### src/rtl/decode_issue.sv
// decode_issue: decodes 32-bit MIPS-style instructions into ALU controls and
// holds them in an output pipeline register. Optional RAW/WAW scoreboard is
// enabled with the DECODE_SCOREBOARD_EN macro.
module decode_issue (
  input  logic        clk,
  input  logic        reset,
  input  logic        in_valid,
  input  logic [31:0] in_instr,
  output logic        in_ready,
  output logic        out_valid,
  input  logic        out_ready,
  output logic [3:0]  out_op,
  output logic [4:0]  out_rr1,
  output logic [4:0]  out_rr2,
  output logic [4:0]  out_wr,
  output logic [4:0]  out_shift_amt,
  output logic [31:0] out_imm,
  output logic        out_use_imm,
  output logic        out_wen,
  output logic        illegal,
  input  logic        wb_valid,
  input  logic [4:0]  wb_addr,
  output logic [15:0] stall_cnt
);

  localparam logic [5:0] OPC_RTYPE = 6'h00;
  localparam logic [5:0] OPC_ADDI  = 6'h08;
  localparam logic [5:0] OPC_SLTI  = 6'h0A;
  localparam logic [5:0] OPC_ANDI  = 6'h0C;
  localparam logic [5:0] OPC_ORI   = 6'h0D;

  localparam logic [5:0] FN_SLL = 6'h00;
  localparam logic [5:0] FN_SRL = 6'h02;
  localparam logic [5:0] FN_SRA = 6'h03;
  localparam logic [5:0] FN_ADD = 6'h20;
  localparam logic [5:0] FN_SUB = 6'h22;
  localparam logic [5:0] FN_AND = 6'h24;
  localparam logic [5:0] FN_OR  = 6'h25;
  localparam logic [5:0] FN_SLT = 6'h2A;
  localparam logic [5:0] FN_SGT = 6'h2E;

  localparam logic [3:0] ALU_ADD = 4'd0;
  localparam logic [3:0] ALU_SUB = 4'd1;
  localparam logic [3:0] ALU_AND = 4'd2;
  localparam logic [3:0] ALU_OR  = 4'd3;
  localparam logic [3:0] ALU_SLL = 4'd4;
  localparam logic [3:0] ALU_SRL = 4'd5;
  localparam logic [3:0] ALU_SRA = 4'd6;
  localparam logic [3:0] ALU_GT  = 4'd7;
  localparam logic [3:0] ALU_LT  = 4'd8;

  logic [5:0]  opcode, funct;
  logic [4:0]  rs, rt, rd, shamt;
  logic [15:0] imm16;

  assign opcode = in_instr[31:26];
  assign rs     = in_instr[25:21];
  assign rt     = in_instr[20:16];
  assign rd     = in_instr[15:11];
  assign shamt  = in_instr[10:6];
  assign funct  = in_instr[5:0];
  assign imm16  = in_instr[15:0];

  logic        dec_legal, dec_use_imm, dec_wen, dec_rd_rs, dec_rd_rt;
  logic [3:0]  dec_op;
  logic [4:0]  dec_rr1, dec_rr2, dec_wr;
  logic [31:0] dec_imm;
  logic        hazard, accept;

  // Instruction decode; shifts read rt on both ports, I-type writes rt
  always_comb begin
    dec_legal   = 1'b0;
    dec_op      = ALU_ADD;
    dec_rr1     = rs;
    dec_rr2     = rt;
    dec_wr      = rd;
    dec_imm     = 32'd0;
    dec_use_imm = 1'b0;
    dec_rd_rs   = 1'b0;
    dec_rd_rt   = 1'b0;
    case (opcode)
      OPC_RTYPE: begin
        dec_legal = 1'b1;
        dec_rd_rs = 1'b1;
        dec_rd_rt = 1'b1;
        case (funct)
          FN_ADD: dec_op = ALU_ADD;
          FN_SUB: dec_op = ALU_SUB;
          FN_AND: dec_op = ALU_AND;
          FN_OR:  dec_op = ALU_OR;
          FN_SGT: dec_op = ALU_GT;
          FN_SLT: dec_op = ALU_LT;
          FN_SLL, FN_SRL, FN_SRA: begin
            dec_op    = (funct == FN_SLL) ? ALU_SLL :
                        (funct == FN_SRL) ? ALU_SRL : ALU_SRA;
            dec_rr1   = rt;
            dec_rd_rs = 1'b0;
          end
          default: begin
            dec_legal = 1'b0;
            dec_rd_rs = 1'b0;
            dec_rd_rt = 1'b0;
          end
        endcase
      end
      OPC_ADDI, OPC_SLTI, OPC_ANDI, OPC_ORI: begin
        dec_legal   = 1'b1;
        dec_wr      = rt;
        dec_use_imm = 1'b1;
        dec_rd_rs   = 1'b1;
        if (opcode == OPC_ANDI || opcode == OPC_ORI) begin
          dec_imm = {16'd0, imm16};
        end else begin
          dec_imm = {{16{imm16[15]}}, imm16};
        end
        dec_op = (opcode == OPC_ADDI) ? ALU_ADD :
                 (opcode == OPC_SLTI) ? ALU_LT  :
                 (opcode == OPC_ANDI) ? ALU_AND : ALU_OR;
      end
      default: ;
    endcase
  end

  assign dec_wen = dec_legal && (dec_wr != 5'd0);

`ifdef DECODE_SCOREBOARD_EN
  logic [31:0] busy_q, busy_d;
  logic [15:0] stall_cnt_q, stall_cnt_d;

  // Hazard check against registered busy bits only (no writeback bypass)
  assign hazard = dec_legal && ((dec_rd_rs && busy_q[rs]) ||
                                (dec_rd_rt && busy_q[rt]) ||
                                busy_q[dec_wr]);

  // Busy-bit update: writeback clears, issue sets, set wins on collision
  always_comb begin
    busy_d      = busy_q;
    stall_cnt_d = stall_cnt_q;
    if (wb_valid) busy_d[wb_addr] = 1'b0;
    if (accept && dec_wen) busy_d[dec_wr] = 1'b1;
    busy_d[0] = 1'b0;
    if (in_valid && hazard && stall_cnt_q != 16'hFFFF) begin
      stall_cnt_d = stall_cnt_q + 16'd1;
    end
  end

  // Scoreboard and stall counter registers
  always_ff @(posedge clk) begin
    if (reset) begin
      busy_q      <= 32'd0;
      stall_cnt_q <= 16'd0;
    end else begin
      busy_q      <= busy_d;
      stall_cnt_q <= stall_cnt_d;
    end
  end

  assign stall_cnt = stall_cnt_q;
`else
  logic unused_sb;
  assign unused_sb = ^{wb_valid, wb_addr, dec_rd_rs, dec_rd_rt};
  assign hazard    = 1'b0;
  assign stall_cnt = 16'd0;
`endif

  assign in_ready = (!out_valid || out_ready) && !hazard;
  assign accept   = in_valid && in_ready;

  logic        out_valid_d, out_use_imm_d, out_wen_d, illegal_d;
  logic [3:0]  out_op_d;
  logic [4:0]  out_rr1_d, out_rr2_d, out_wr_d, out_shift_amt_d;
  logic [31:0] out_imm_d;
  logic        out_valid_q, out_use_imm_q, out_wen_q, illegal_q;
  logic [3:0]  out_op_q;
  logic [4:0]  out_rr1_q, out_rr2_q, out_wr_q, out_shift_amt_q;
  logic [31:0] out_imm_q;

  // Output register: load on legal accept, drop valid when consumed, hold otherwise
  always_comb begin
    out_valid_d     = out_valid_q;
    out_op_d        = out_op_q;
    out_rr1_d       = out_rr1_q;
    out_rr2_d       = out_rr2_q;
    out_wr_d        = out_wr_q;
    out_shift_amt_d = out_shift_amt_q;
    out_imm_d       = out_imm_q;
    out_use_imm_d   = out_use_imm_q;
    out_wen_d       = out_wen_q;
    illegal_d       = accept && !dec_legal;
    if (accept && dec_legal) begin
      out_valid_d     = 1'b1;
      out_op_d        = dec_op;
      out_rr1_d       = dec_rr1;
      out_rr2_d       = dec_rr2;
      out_wr_d        = dec_wr;
      out_shift_amt_d = shamt;
      out_imm_d       = dec_imm;
      out_use_imm_d   = dec_use_imm;
      out_wen_d       = dec_wen;
    end else if (out_ready) begin
      out_valid_d = 1'b0;
    end
  end

  // Output pipeline registers
  always_ff @(posedge clk) begin
    if (reset) begin
      out_valid_q     <= 1'b0;
      out_op_q        <= 4'd0;
      out_rr1_q       <= 5'd0;
      out_rr2_q       <= 5'd0;
      out_wr_q        <= 5'd0;
      out_shift_amt_q <= 5'd0;
      out_imm_q       <= 32'd0;
      out_use_imm_q   <= 1'b0;
      out_wen_q       <= 1'b0;
      illegal_q       <= 1'b0;
    end else begin
      out_valid_q     <= out_valid_d;
      out_op_q        <= out_op_d;
      out_rr1_q       <= out_rr1_d;
      out_rr2_q       <= out_rr2_d;
      out_wr_q        <= out_wr_d;
      out_shift_amt_q <= out_shift_amt_d;
      out_imm_q       <= out_imm_d;
      out_use_imm_q   <= out_use_imm_d;
      out_wen_q       <= out_wen_d;
      illegal_q       <= illegal_d;
    end
  end

  assign out_valid     = out_valid_q;
  assign out_op        = out_op_q;
  assign out_rr1       = out_rr1_q;
  assign out_rr2       = out_rr2_q;
  assign out_wr        = out_wr_q;
  assign out_shift_amt = out_shift_amt_q;
  assign out_imm       = out_imm_q;
  assign out_use_imm   = out_use_imm_q;
  assign out_wen       = out_wen_q;
  assign illegal       = illegal_q;

endmodule

### config.mk
export PLATFORM = sky130hd
export DESIGN_NAME = decode_issue
export DESIGN_NICKNAME = d
export VERILOG_FILES = /design/src/rtl/decode_issue.sv
export SDC_FILE = /design/constraint.sdc
export NUM_CORES = 1
export LEC_CHECK = 0
export BUFFER_PORTS_ARGS = -buffer_cell sky130_fd_sc_hd__buf_2
export CAP_MARGIN = 10
export CORE_AREA = 2 2 70 79
export CTS_CLUSTER_DIAMETER = 100
export CTS_CLUSTER_SIZE = 20
export DETAILED_ROUTE_END_ITERATION = 8
export DIE_AREA = 0 0 72 81
export PLACE_DENSITY = 0.95
export SYNTH_ARGS = -nofsm -noshare
export SYNTH_HDL_FRONTEND = slang
export SYNTH_SLANG_ARGS = --single-unit
### constraint.sdc
create_clock -name clk -period 3.89 [get_ports clk]
set_clock_uncertainty 0.2 [all_clocks]
set_input_delay 0.778 -clock clk [delete_from_list [all_inputs] [get_ports clk]]
set_output_delay 0.778 -clock clk [all_outputs]
set_load 0.1 [all_outputs]
==> results.md, run 1 <==
* CTS resizes at 0
* Global Route Usage Sum at 20.4%
* Syn Std Cell Area at 0.00246 mm^2
* Final worst slack at around 1300 ps
* Routed Antenna Nets at 0
* Worst slack at placement at 1140 ps
* Remaining DRCs at 0
* Layout cells sized above 1 at around two fifths
* H-tree depth at 2
* Post-CTS Setup Bufs at 0
* Worst-path clk slew at 80 ps
* Vias per std cell at between 5 and 6
* Max-Cap Viols at 0
* CTS tree: built
* Worst Hold Class: reg2reg
* Status: completed
* Worst Max-Slew Pin Slew at 931 ps
* Crit path max-delay cell type: buf_2
* WL final at 6030 um
* Port Buffer Count at 96
* Antenna violations before repair at 0
* Worst-Skew Late Latency at 290 ps
* Most common cell after layout, fill and taps aside: buf_2
* Most frequent cells in the layout: buf_2 (96), dfxtp_1 (45), nand3_1 (31), a21oi_1 (30), nand2_1 (23)
* Via count at 2272
* Buffer depth of the longest clock path at 2
* CTS buffer count at 5
* HPWL Detailed at approximately 4200 um
* Post-synthesis sequential area ratio at 36.7%
* Final core occ at approximately 55%
* Fmax at around 400 MHz
* Critical path required time at 2910 ps
* I/O pins at 119
* Gpl congestion at 0.789
* Mapped Avg Cell Area at 8.90 um^2
* Worst setup EP type: output port
* Critical-path cell list: buf_2, nand2b_1, buf_2
* Area Overhead vs Synth at 15.7%
* Commonest register cell after synthesis: dfxtp_1
* Number of global-route vias before repair at 2045
* Wire per inst at around 15 um
* Largest net degree at the start of global routing at 46
* Largest cells by area after synthesis: dfxtp_1 (37%), buf_4 (11%), nand3_1 (6.3%)
* Post-synth ARST share at 0%
* Core area at approximately 0.0051 mm^2
* Post-synth EDFFs at 0
* Startpoint types: primary input
* Die footprint at 0.00583 mm^2
* Relative slew slack at between 30% and 40%
* Synth top area share at 36.7%
* GRT overflow at 0
* Clock tree sinks at 45
* Period Utilization, post-route at 65.6%
* Most frequent CP cell: buf_2
* Final #Nets at 386
* Hold buffer count at CTS at 0
* Synth warn at 0
* Count of cell types in the netlist at 44
* Final instance area at 0.00284 mm^2
* Slew Limit Fails at 0
* Cells after Synth at 276
* Post-DP Area at 0.00273 mm^2
* Worst path arrival time at 1580 ps
* # diodes at 0
* Starting Density at 47.7%
* Hold Violations, Final at 0
* First-pass GRT wire length at 9570 um
* # setup viols final at 0
* #FFs+latches synth at 45
* First drt pass iteration count at 5
* Post-synth top area cell: dfxtp_1
* Crit-path max FO at 5
* RSZ-0062 raised after global routing: no
* CP Class: in2out
* Max stage delay on crit path at 480 ps
* Chip width at between 70 and 80 um
* CP delay by family, top: buffers and inverters
* Period minus WS final at 2550 ps
* VDD IR max at 253 uV
* Clock Tree Root: clkbuf_8
* Initial drt markers at 170
* Chip Height at about 81 um
* LEAKAGE at about 1.3 nW
* Setup TNS at 0 ps
* WP buf/inv at 2
* # rows at 28
* Pwr dens at between 300 and 400 mW/mm^2
## kinds of logic (layout without fill, tap and decap cells)
| group | count (synthesis) | after routing | share of synthesized area [%] |
|---|---|---|---|
| buffers and inverters | 54 | 108 | 15.3 |
| flip-flops | 45 | 45 | 36.7 |
| AND/OR/NAND/NOR | 98 | 98 | 23.3 |
| AO/OA/AOI/OAI | 67 | 67 | 20.1 |
| multiplexers | 11 | 11 | 4.48 |
| other | 1 | 16 | 0.153 |
## registers in the layout, indices dropped and copies added (netlist names), 4 cells and up
name	cells
out_imm	17
out_rr1	5
out_rr2	5
out_shift_amt	5
out_wr	5
out_op	4
## area by class of cell
| class | count | area [um^2] |
|---|---|---|
| clock buffer | 7 | 86.3 |
| tap | 60 | 75.1 |
| clock inverter | 1 | 30.0 |
| multi-input combinational | 192 | 1240 |
| timing repair buffer | 100 | 510 |
| sequential | 45 | 901 |
| fill | 483 | 2310 |
## report_power, final
| part | switching, W | internal [W] | total [W] |
|---|---|---|---|
| Combinational | 0.000194 | 0.0000397 | 0.000234 |
| Sequential | 0.00000408 | 0.000468 | 0.000472 |
| Clock | 0.000157 | 0.000210 | 0.000367 |
## layer usage
layer  GRT usage (%)  part of all wire (%)  up-vias
met5               0                     0        -
met4            6.60                   1.8        0
met3            4.09                   7.0       13
met2            36.5                    50      119
met1            24.6                    41     1065
li1                -                     -     1075
## Yosys cell counts (all sizes together) (2+ instances only)
library cell,count
a211oi,13
a21oi,30
a311oi,2
a31oi,2
buf,50
clkbuf,4
dfxtp,45
mux2i,11
nand2,23
nand2b,3
nand3,32
nand4,2
nor2,8
nor3,18
nor4b,2
o21ai,14
or4,2
## metrics by stage
| stage | std cells | hold slack, ps | power [W] |
|---|---|---|---|
| 2_1_floorplan | 291 | 705 | 0.000691 |
| 3_3_place_gp | 397 | 249 | 0.000713 |
| 3_5_place_dp | 397 | 252 | 0.000716 |
| 4_1_cts | 405 | 264 | 0.00108 |
| 5_1_grt | 405 | 279 | 0.00111 |
| 6_report | 405 | 261 | 0.00107 |
## tightest hold or removal path, stage by stage (launching register included)
cell,delay [ps]
dfxtp_1,310
nand3_1,60
a21oi_1,50
## final timing paths
check	from	endpoint	slack [ps]	cells past startpoint
worst max-delay path	out_ready	in_ready	1340	3
worst min-delay path	out_imm[3]	out_imm[3]	260	2
worst max register to register	out_valid	out_op[1]	1870	5
worst min register to register	out_imm[3]	out_imm[3]	260	2
Power figures use the tool's default switching activity.
==> run 2: changes to the inputs <==
- ABC_AREA: unset -> 1
- CORE_AREA: 2 2 70 79 -> 2 2 77 86
- DIE_AREA: 0 0 72 81 -> 0 0 79 88
- PLACE_DENSITY: 0.95 -> 0.87
- clock period: 3.89 -> 2.27 ns (I/O delays scaled with it)
==> results.md, run 2 <==
* Status: completed (unchanged)
* # diodes at 0 (unchanged)
* Pwr dens at 569 mW/mm^2 (was 378 mW/mm^2)
* Synth top area share at 36.1% (was 36.7%)
* #FFs+latches synth at 45 (unchanged)
* CTS resizes at 0 (unchanged)
* Reg2reg path depth at 6 (was 5)
* Crit path depth at 1 (was 3)
* Most frequent cells in the layout: nand2_1 (102), buf_2 (96), nor2_1 (59), dfxtp_1 (44), inv_1 (43) (was buf_2 (96), dfxtp_1 (45), nand3_1 (31), a21oi_1 (30), nand2_1 (23))
* CTS buffer count at 5 (unchanged)
* Max-Cap Viols at 0 (unchanged)
* Critical-path cell list: buf_2 (was buf_2, nand2b_1, buf_2)
* Period minus WS final at 1850 ps
* Count of cell types in the netlist at 23 (was 44)
* Vias per std cell at 4.45 (was 5.61)
* First drt pass iteration count at 4 (was 5)
* Die footprint at 0.00695 mm^2 (was 0.00583 mm^2)
* Final #Nets at 501 (was 386)
* Largest net degree at the start of global routing at 44 (was 46)
* # setup viols final at 0 (unchanged)
* Layout cells sized above 1 at 28.1% (was 40.0%)
* VDD IR max at 291 uV (was 253 uV)
* Synth warn at 0 (unchanged)
* Wire per inst at 10.8 um (was 14.9 um)
* Remaining DRCs at 0 (unchanged)
* Net Sw Frac at 34.3% (was 33.2%)
* Part of the power in registers at 47.9% (was 44.0%)
* Starting Density at 41.1% (was 47.7%)
* Mapped Avg Cell Area at 6.54 um^2 (was 8.90 um^2)
* Clock tree sinks at 45 (unchanged)
* Crit path max-delay cell type: buf_2 (unchanged)
* Fmax at 540 MHz
* Syn Std Cell Area at 0.00250 mm^2 (was 0.00246 mm^2)
* HPWL Detailed at 4510 um (was 4200 um)
* Chip Height at 88 um (was 81 um)
* Hold Violations, Final at 0 (unchanged)
* Worst-Skew Late Latency at 290 ps (about the same)
* H-tree depth at 2 (unchanged)
* Post-synthesis sequential area ratio at 36.1% (was 36.7%)
* Global Route Usage Sum at 16.7% (was 20.4%)
* Top-count cell post-synth: nand2_1 (was dfxtp_1)
* Slew Limit Fails at 0 (unchanged)
* WL final at 5800 um (was 6030 um)
* Buffer depth of the longest clock path at 2 (unchanged)
* Clock Tree Root: clkbuf_8 (unchanged)
* Internal power at 0.00110 W (was 0.000717 W)
* Core area at 0.00608 mm^2 (was 0.00515 mm^2)
* First-pass GRT wire length at 9200 um (was 9570 um)
* Comb pwr share at 22.7% (was 21.8%)
* Largest cells by area after synthesis: dfxtp_1 (36%), nand2_1 (15%), buf_4 (9.9%) (was dfxtp_1 (37%), buf_4 (11%), nand3_1 (6.3%))
* Total power at 0.00168 W (was 0.00107 W)
* # rows at 30 (was 28)
* Max stage delay on crit path at 460 ps (was 480 ps)
* LEAKAGE at 1.67 nW (was 1.30 nW)
* WP buf/inv at 1 (was 2)
* Setup TNS at 0 ps (unchanged)
* Post-synth EDFFs at 0 (unchanged)
* Period Utilization, post-route at between 80 and 90%
* Post-CTS Setup Bufs at 0 (unchanged)
* Via count at 2401 (was 2272)
* Critical path required time at 1620 ps (was 2910 ps)
* Crit-path max FO at 17 (was 5)
* Clock group share of total power at 29.4% (was 34.2%)
* Worst path arrival time at 1200 ps (was 1580 ps)
* CTS tree: built (unchanged)
* Largest register FFs at 17 (unchanged)
* Top cells by count, synth: nand2_1 (103), nor2_1 (59), dfxtp_1 (45), inv_1 (43), buf_4 (33) (was dfxtp_1 (45), buf_4 (36), nand3_1 (31), a21oi_1 (30), nand2_1 (23))
* Commonest register cell after synthesis: dfxtp_1 (unchanged)
* Hold buffer count at CTS at 0 (unchanged)
* Chip width at 79 um (was 72 um)
* Post-synth top area cell: dfxtp_1 (unchanged)
* Port Buffer Count at 96 (unchanged)
* Initial drt markers at 83 (was 170)
* I/O pins at 119 (unchanged)
* Worst Hold Class: in2reg (was reg2reg)
* Gpl congestion at 0.856 (was 0.789)
* Worst setup EP type: output port (unchanged)
* Number of global-route vias before repair at 2112 (was 2045)
* CP delay by family, top: buffers and inverters (unchanged)
* RSZ-0062 raised after global routing: no (unchanged)
* CP Class: reg2out (was in2out)
* Routed Antenna Nets at 0 (unchanged)
* Antenna violations before repair at 0 (unchanged)
* NetSw at 0.000575 W (was 0.000356 W)
* Hold depth at 3 (was 2)
* Cells after Synth at 382 (was 276)
* Startpoint types: register (was primary input)
* Post-synth ARST share at 0% (unchanged)
* Area Overhead vs Synth at 18.1% (was 15.7%)
* Worst-path clk slew at 80 ps (about the same)
* Most common cell after layout, fill and taps aside: nand2_1 (was buf_2)
* GRT overflow at 0 (unchanged)
[run 2: final cells by class]
cell class              count  area (um^2)
clock buffers               7         86.3
fillers                   650         3130
inverters                  50          188
multi-input cells         256         1140
flip-flops and latches     45          902
well taps                  80          100
repair buffers            101          531
[run 2: cell families after synthesis]
logic type	Yosys count	synth area share (%)
simple gates	207	36.4
buf+inv	96	20.7
flops	45	36.1
compound gates	33	6.71
other cells	1	0.150
[run 2: through the flow]
stage / hold slack, ps / area, um^2 / setup WS, ps / utilization [%] / cells
final: 206 / 2950 / 419 / 48.5 / 539
after global routing: 216 / 2950 / 266 / 48.5 / 539
after CTS: 196 / 2950 / 390 / 48.5 / 539
after detailed placement: 253 / 2860 / 137 / 47.1 / 532
after global placement: 246 / 2860 / 186 / 47.1 / 532
after floorplan: 389 / 2560 / 82.1 / - / 397
[run 2: routing by layer]
metal	part of all wire, %	wire (um)	GRT usage (%)
met1	44	2530	19.1
met4	1.5	87	6.11
met5	0	0	0
met3	7.3	426	4.43
met2	48	2760	30.0
[run 2: final timing paths]
check               from               end  slack [ps]
max          out_imm[30]       out_imm[21]         420
max reg2reg    out_valid       out_imm[30]         710
min          in_instr[9]  out_shift_amt[3]         210
min reg2reg  out_imm[13]       out_imm[13]         260
[run 2: worst reg2reg max path, delay by kind of cell, from the launching register on]
| family | cells | cell delay [ps] |
|---|---|---|
| AOI/OAI and AO/OA | 2 | 340 |
| buffers and inverters | 1 | 280 |
| DFF | 1 | 340 |
| and+or+nand+nor | 3 | 320 |
[run 2: power groups by stage]
stage	combinational, W	sequential, W	clock [W]
after floorplan	0.000255	0.000896	0
after global placement	0.000376	0.000822	0
after detailed placement	0.000380	0.000823	0
after CTS	0.000381	0.000804	0.000511
after global routing	0.000403	0.000806	0.000543
final	0.000381	0.000804	0.000492
==> run 3: changes to the inputs <==
- CORE_AREA: 2 2 77 86 -> 2 2 73 82
- DIE_AREA: 0 0 79 88 -> 0 0 75 84
- PLACE_DENSITY: 0.87 -> 0.91
- clock period: 2.27 -> 1.9 ns (I/O delays scaled with it)
==> results.md, run 3 (synthesis gave the netlist of run 2 again) <==
* Die footprint at 0.00630 mm^2 (was 0.00695 mm^2)
* WP buf/inv at 1 (unchanged)
* Final #Nets at 509 (was 501)
* Antenna violations before repair at 0 (unchanged)
* Area Overhead vs Synth at 23.2% (was 18.1%)
* Crit-path max FO at 17 (unchanged)
* # setup viols final at 0 (unchanged)
* Crit path max-delay cell type: buf_2 (unchanged)
* Chip Height at 84 um (was 88 um)
* Via count at 2463 (was 2401)
* Post-CTS Setup Bufs at 0 (unchanged)
* Worst-path clk slew at 80 ps (about the same)
* Global Route Usage Sum at 19.1% (was 16.7%)
* Critical path required time at 1320 ps (was 1620 ps)
* Worst-Skew Late Latency at 290 ps (about the same)
* VDD IR max at 440 uV (was 291 uV)
* Hold Violations, Final at 0 (unchanged)
* FF-to-FF Start: out_valid (unchanged)
* Clock tree sinks at 45 (unchanged)
* # rows at 29 (was 30)
* Layout cells sized above 1 at 29.7% (was 28.1%)
* Port Buffer Count at 96 (unchanged)
* Most common cell after layout, fill and taps aside: nand2_1 (unchanged)
* Max stage delay on crit path at 460 ps (about the same)
* Min-delay src: in_instr[8] (was in_instr[9])
* Starting Density at 45.0% (was 41.1%)
* Hold buffer count at CTS at 0 (unchanged)
* Clock Tree Root: clkbuf_8 (unchanged)
* CTS buffer count at 5 (unchanged)
* Chip width at 75 um (was 79 um)
* H-tree depth at 2 (unchanged)
* Wire per inst at 10.7 um (was 10.8 um)
* Largest register FFs at 17 (unchanged)
* Worst path arrival time at 1200 ps (about the same)
* # diodes at 0 (unchanged)
* GRT overflow at 0 (unchanged)
* Reg2reg path depth at 6 (unchanged)
* Core area at 0.00555 mm^2 (was 0.00608 mm^2)
* RSZ-0062 raised after global routing: no (unchanged)
* Crit path depth at 1 (unchanged)
* Reg2reg setup slack at 400 ps (was 710 ps)
* HPWL Detailed at 4600 um (was 4510 um)
* Remaining DRCs at 0 (unchanged)
* Number of global-route vias before repair at 2212 (was 2112)
* Period minus WS final at around 1800 ps
* WL final at 5860 um (was 5800 um)
* Hold depth at 3 (unchanged)
* Status: completed (unchanged)
* First-pass GRT wire length at 9450 um (was 9200 um)
* CTS tree: built (unchanged)
* Startpoint types: register (unchanged)
* Worst setup EP type: output port (unchanged)
* First drt pass iteration count at 4 (unchanged)
* Total power at 0.00217 W (was 0.00168 W)
* Max-Cap Viols at 0 (unchanged)
* Largest net degree at the start of global routing at 43 (was 44)
* Vias per std cell at 4.52 (was 4.45)
* Fmax at 562 MHz
* Most frequent cells in the layout: nand2_1 (102), buf_2 (95), nor2_1 (59), inv_1 (43), dfxtp_1 (43) (was nand2_1 (102), buf_2 (96), nor2_1 (59), dfxtp_1 (44), inv_1 (43))
* Initial drt markers at 95 (was 83)
* Pwr dens at 707 mW/mm^2 (was 569 mW/mm^2)
* Non-filler cells, final at 545 (was 539)
* R2R Path End: out_imm[30] (unchanged)
* CTS resizes at 0 (unchanged)
* Buffer depth of the longest clock path at 2 (unchanged)
* Critical-path cell list: buf_2 (unchanged)
* Worst Hold Class: in2reg (unchanged)
* Hold Path Sink: out_shift_amt[2] (was out_shift_amt[3])
* Routed Antenna Nets at 0 (unchanged)
* CP Class: reg2out (unchanged)
* CP delay by family, top: buffers and inverters (unchanged)
* LEAKAGE at 1.75 nW (was 1.67 nW)
* Slew Limit Fails at 0 (unchanged)
* I/O pins at 119 (unchanged)
* Placed instance count at 537 (was 532)
* Period Utilization, post-route at 93.7%
* Gpl congestion at 0.848 (was 0.856)
run 3: cell count changes in the layout (fill, tap and decap cells not counted), sizes merged:
cell	change
bufinv	+1
buf	+8
run 3: per-stage QoR:
| stage | utilization, % | instance area (um^2) | hold WS, ps | worst slack (ps) | TNS [ps] |
|---|---|---|---|---|---|
| global route | 55.4 | 3080 | 141 | 24.1 | 0 |
| CTS | 55.4 | 3080 | 123 | 94.2 | 0 |
| detailed placement | 53.3 | 2960 | 250 | -2.75 | -2.75 |
| global placement | 53.3 | 2960 | 244 | 48.0 | 0 |
| finish | 55.4 | 3080 | 129 | 120 | 0 |
| floorplan | - | 2560 | 315 | 144 | 0 |
run 3: layer usage:
layer  vias to the layer above  global-route usage, %  share of wire (%)
met3                        11                   3.50                7.1
met1                      1072                   23.3                 42
met5                         -                      0                  0
li1                       1284                      -                  -
met4                         0                   8.12                2.4
met2                        96                   32.1                 49
run 3: worst max-delay path by stage:
stage	slack (ps)	startpoint	endpoint
2_1_floorplan	140	out_imm[30]	out_imm[17]
3_3_place_gp	50	in_instr[31]	out_wen
5_1_grt	20	out_imm[30]	out_imm[30]
4_1_cts	90	out_imm[30]	out_imm[18]
6_report	120	out_imm[30]	out_imm[20]
3_5_place_dp	-3	in_instr[31]	out_rr1[3]
run 3: layout make-up:
type                            count  area (um^2)
Tap cell                           77         96.3
Clock inverter                      1         30.0
Fill cell                         567         2470
Timing Repair Buffer              109          631
Clock buffer                        7         86.3
Inverter                           50          188
Multi-Input combinational cell    256         1140
Sequential cell                    45          903
run 3: report_power, final:
part           leakage [nW]  switching, W  internal [W]  total, W
Sequential            0.364    0.00000614      0.000954  0.000960
Combinational          1.32      0.000383     0.0000862  0.000469
Clock                0.0585      0.000316      0.000429  0.000745
Total                  1.75      0.000705       0.00147   0.00217
